## src/rtl/spi_reg_bridge.sv

```systemverilog
// SPI command/data framing bridge into an 8 x 8-bit register file shared with the CoCo host port.
// Also drives the mailbox interrupt and a sticky framing-error flag.
//
// state    | meaning
// IDLE     | waiting for chip select (and a deassert seen since reset)
// CMD      | next received byte is the command byte
// WR       | data bytes are written to reg[addr_ptr]
// RD       | reg[addr_ptr] is presented on byte_send
// IGNORE   | bad command; discard bytes until chip select drops
module spi_reg_bridge #(
  parameter int         NREGS     = 8,
  parameter logic [7:0] RESET_VAL = 8'h00
) (
  input  logic       clk,
  input  logic       reset_n,
  input  logic       ssel,
  input  logic       byte_received,
  input  logic [7:0] byte_data_received,
  output logic [7:0] byte_send,
  output logic       send_latch,
  input  logic [2:0] host_addr,
  input  logic       host_we,
  input  logic       host_re,
  input  logic [7:0] host_wdata,
  output logic [7:0] host_rdata,
  output logic       irq_n,
  output logic       frame_err
);

  typedef enum logic [2:0] {
    S_IDLE,
    S_CMD,
    S_WR,
    S_RD,
    S_IGNORE
  } state_t;

  state_t      state, state_next;
  logic [2:0]  ssel_s;
  logic        active;
  logic        armed;
  logic [2:0]  addr_ptr, addr_next;
  logic        ai, ai_next;
  logic        spi_we;
  logic        bad_cmd;
  logic [7:0]  regs [NREGS];

  // Synchronizer resets to "selected" so a reset taken mid-frame cannot
  // re-arm the frame decoder until a real deassert propagates through.
  always_ff @(posedge clk or negedge reset_n) begin
    if (!reset_n) begin
      ssel_s <= 3'b000;
      armed  <= 1'b0;
    end else begin
      ssel_s <= {ssel_s[1:0], ssel};
      if (ssel_s[2]) armed <= 1'b1;
    end
  end

  assign active = ~ssel_s[1];

  always_ff @(posedge clk or negedge reset_n) begin
    if (!reset_n) begin
      state    <= S_IDLE;
      addr_ptr <= 3'd0;
      ai       <= 1'b0;
    end else begin
      state    <= state_next;
      addr_ptr <= addr_next;
      ai       <= ai_next;
    end
  end

  always_comb begin
    state_next = state;
    addr_next  = addr_ptr;
    ai_next    = ai;
    spi_we     = 1'b0;
    bad_cmd    = 1'b0;
    if (!active) begin
      state_next = S_IDLE;
    end else begin
      case (state)
        S_IDLE: if (armed) state_next = S_CMD;
        S_CMD: begin
          if (byte_received) begin
            if (byte_data_received[5:3] != 3'b000) begin
              state_next = S_IGNORE;
              bad_cmd    = 1'b1;
            end else begin
              addr_next  = byte_data_received[2:0];
              ai_next    = byte_data_received[6];
              state_next = byte_data_received[7] ? S_RD : S_WR;
            end
          end
        end
        S_WR: begin
          if (byte_received) begin
            spi_we = 1'b1;
            if (ai) addr_next = addr_ptr + 3'd1;
          end
        end
        S_RD: if (byte_received && ai) addr_next = addr_ptr + 3'd1;
        default: ;
      endcase
    end
  end

  assign send_latch = active && (state == S_RD);
  assign host_rdata = regs[host_addr];

  // SPI write takes priority over a host write to the same register.
  always_ff @(posedge clk or negedge reset_n) begin
    if (!reset_n) begin
      for (int i = 0; i < NREGS; i++) regs[i] <= RESET_VAL;
    end else begin
      for (int i = 0; i < NREGS; i++) begin
        if (spi_we && addr_ptr == 3'(i))
          regs[i] <= byte_data_received;
        else if (host_we && host_addr == 3'(i))
          regs[i] <= host_wdata;
      end
    end
  end

  // Loaded from the next pointer so the response is ready one clk after the byte.
  always_ff @(posedge clk or negedge reset_n) begin
    if (!reset_n)
      byte_send <= 8'h00;
    else if (state_next == S_RD)
      byte_send <= regs[addr_next];
    else
      byte_send <= 8'h00;
  end

  always_ff @(posedge clk or negedge reset_n) begin
    if (!reset_n) begin
      irq_n     <= 1'b1;
      frame_err <= 1'b0;
    end else begin
      if (spi_we && addr_ptr == 3'd0)
        irq_n <= 1'b0;
      else if (host_re && host_addr == 3'd0)
        irq_n <= 1'b1;
      if (bad_cmd)
        frame_err <= 1'b1;
      else if (host_we && host_addr == 3'd7 && host_wdata[7])
        frame_err <= 1'b0;
    end
  end

endmodule
```

## config.mk

```make
export PLATFORM = sky130hd
export DESIGN_NAME = spi_reg_bridge
export DESIGN_NICKNAME = d
export VERILOG_FILES = /design/src/rtl/spi_reg_bridge.sv
export SDC_FILE = /design/constraint.sdc
export NUM_CORES = 1
export LEC_CHECK = 0
export CAP_MARGIN = 20
export CORE_ASPECT_RATIO = 1.5
export CORE_MARGIN = 3
export CORE_UTILIZATION = 50
export DETAILED_ROUTE_END_ITERATION = 16
export PLACE_DENSITY = 0.75
export SLEW_MARGIN = 10
export SYNTH_ARGS = -nofsm -noshare
export SYNTH_HDL_FRONTEND = slang
export SYNTH_SLANG_ARGS = --single-unit
```

## constraint.sdc

```tcl
create_clock -name clk -period 2.9 [get_ports clk]
set_clock_uncertainty 0.05 [all_clocks]
set_input_delay 0.29 -clock clk [delete_from_list [all_inputs] [get_ports clk]]
set_output_delay 0.29 -clock clk [all_outputs]
set_load 0.005 [all_outputs]
```

==> impl_metrics.tcl <==
set metrics [dict create \
    timing.rr.end "byte_send[0]" \
    outcome "completed" \
    synthCells 503 \
    worst_pin_slew_ps 665.9 \
    initial_core_util_pct 52.15 \
    yosysWarnings 0 \
    irDropWorstVdd_mv 0.3777 \
    hold_viol_final 0 \
    coreArea_um2 9854 \
    ys_seq_elements 85 \
    worstSetupEndpointType "primary output" \
    synth_edf_count 0 \
    wl_per_cell_um 21.82 \
    maxCapViolations 0 \
    setup_violations 0 \
    post-route-period-util_pct 92.24 \
    cp_cell_sequence "clkdlybuf4s50_1, buf_12, mux4_2, mux2_2, clkdlybuf4s50_1" \
    hold_start "ssel_s[0]" \
    fin_nets 576 \
    clockBufferDepth 2 \
    clock_latency_ps 340 \
    antenna_cells 0 \
    path_buf_inv 3 \
    antenna_left 0 \
    min_path_cells 0 \
    hpwl_um 9720 \
    cts_tree "yes" \
    p_per_area_nw_per_um2 609.6 \
    power.leakage_uw 0.002677 \
    tns_ps 0 \
    die_w_um 88.78 \
    place_ws_ps 190.4 \
    dr.pass1.iters 6 \
    r2r_cells 8 \
    io_pins 44 \
    hold_class "flop to flop" \
    io_buffers 43 \
    cts_made_buffers 9 \
    crit_top_cell "clkdlybuf4s50_1" \
    gr-total-overflow 0 \
    grt_pass1_vias 4406 \
    cp-start-kind "input pin" \
    gp_congestion 0.9554 \
    synthFlopType "dfrtp_1" \
    r2r-start "addr_ptr[0]" \
    timing.final.ws_setup_ps 225.1 \
    worst-setup-path-type "input pin to primary output" \
    die_height_um 130.2 \
    crit_slowest_cell "mux4_2" \
    drive_above_1_share_pct 18.21 \
    grt_pass1_wl_um 22910 \
    crit_family "buffers and inverters" \
    avgSynthCellArea_um2 10.22 \
    regToRegSetupSlack_ps 440 \
    rsz0062_at_grt "false" \
    drc 0 \
    grtUsageTotal_pct 26.74 \
    avgViaCountPerCell 6.285 \
    maxSlewHeadroom_pct 55.46 \
    cts_max_level 3 \
    cpPeakStageDelay_ps 530 \
    drt_iter0_markers 295 \
    routed-via-count 4173 \
    clk_pin_slew_ps 60 \
    ys_types 48 \
    area_delta_synth_final_pct 18.68 \
    ctsRootBufferMaster "clkbuf_16" \
    synth_area_um2 5139 \
    worst_ep_required_time_ps 2560 \
    drv_slew 0 \
    die_area_um2 11560 \
    syn_nets 534 \
    synth-async-reset-ratio_pct 100.0 \
    rows 44 \
    cp_max_fo 25 \
    arrival_ps 2330 \
    routed_wl_um 14490 \
    ys_seq_area_share_pct 41.42 \
    timing.final.crit_period_ps 2675 \
    min_to "ssel_s[1]" \
    grt_max_degree 86 \
    crit_start "host_addr[0]" \
    antenna_found_initial 0 \
    cts_sinks 85 \
    clock.fmax_mhz 373.9 \
]
-- through the flow --
stage	area (um^2)	utilization, %	cells	total power, uW	hold WS [ps]
detailed placement	5782	58.67	647	2625	290.4
global route	6098	61.88	664	3893	317.0
floorplan	5139	-	503	2263	-55.59
finish	6098	61.88	664	3717	302.2
CTS	6061	61.50	662	3720	149.5
global placement	5782	58.67	647	2580	287.8
-- worst reg2reg max path: cells and delay by family, from the launching register on --
kind	cells	cell delay [ps]
and+or+nand+nor	3	720
adders and majority gates	1	310
muxes	1	350
DFF	1	460
AOI/OAI and AO/OA	1	80
buffers and inverters	2	350
-- Yosys cell counts, drive strengths merged (2+ instances only) --
cell	n	area share [%]
dfrtp	84	41
a21oi	72	7.2
nor2	72	5.3
mux2i	60	12
mux2	41	9.0
nand3	37	3.7
buf	34	3.3
mux4	16	7.0
clkbuf	12	0.88
nand2	10	0.73
nand4	10	1.2
inv	9	0.66
ha	6	1.5
nor3	4	0.80
o21ai	4	0.39
nand4b	3	0.51
nor3b	3	0.44
or3	3	0.46
and3	2	0.24
nand2b	2	0.29
nor4b	2	0.34
or2	2	0.24
-- worst max path at each step --
stage / to / slack (ps) / cells after the start
finish: host_rdata[4] / 230 / 5
global route: host_rdata[4] / 200 / 5
CTS: host_rdata[4] / 230 / 5
detailed placement: byte_send[6] / 190 / 7
global placement: byte_send[0] / 250 / 8
floorplan: byte_send[0] / 640 / 7
-- sequential cells by signal, indices dropped and copies added, names as in the netlist --
register   count
regs          64
byte_send      8
addr_ptr       3
ssel_s         3
state          3
ai             1
armed          1
frame_err      1
irq_n          1
-- where the power goes --
part	internal, uW	switching (uW)
Clock	645	443
Combinational	555	449
Sequential	1410	211
Total	2610	1100
-- layout by cell type, fill, tap and decap left out, types with 3 or more instances in the layout --
cell type        Yosys  final
inv_1                8      8
ha_1                 6      6
clkbuf_16            0      9
dfrtp_1             84     84
mux4_2              16     16
buf_4                2     30
clkdlybuf4s50_1      0     42
mux2i_1             60     60
o21ai_0              4      4
a21oi_1             71     71
nor2_1              72     72
mux2_1              21     21
nand3_1             36     36
mux2_2              20     20
nand4b_1             3      3
clkbuf_8             0      3
buf_12               0      3
nand2_1             10     10
nand4_1             10     10
-- repair_timing --
| item | CTS | global route |
|---|---|---|
| setup buffers | 0 | 0 |
| resized for setup | 0 | 0 |
| endpoints found under the hold margin | 0 | 20 |
| hold buffers | 0 | 1 |
-- area by class of cell --
class,count,area (um^2)
inverter,9,33.78
clock inverter,1,5.005
clock buffer,14,274.0
fill,777,3756
tap,115,143.9
sequential,85,2128
timing repair buffer,77,743.2
multi-input combinational,363,2770
-- cell families after synthesis --
kind of cell | Yosys count | share of synthesized area (%)
AOI/OAI and AO/OA | 84 | 9.204
and+or+nand+nor | 156 | 15.36
buffers and inverters | 55 | 4.869
adders and majority gates | 6 | 1.461
muxes | 117 | 27.68
DFF | 85 | 41.42
-- metal layers --
metal  global-route usage [%]  wire [um]
met2                    45.14       7391
met1                    32.11       5568
met5                        0          0
met3                    5.180        842
met4                    13.26        688
No activity file was read; power rests on OpenSTA's default activity.
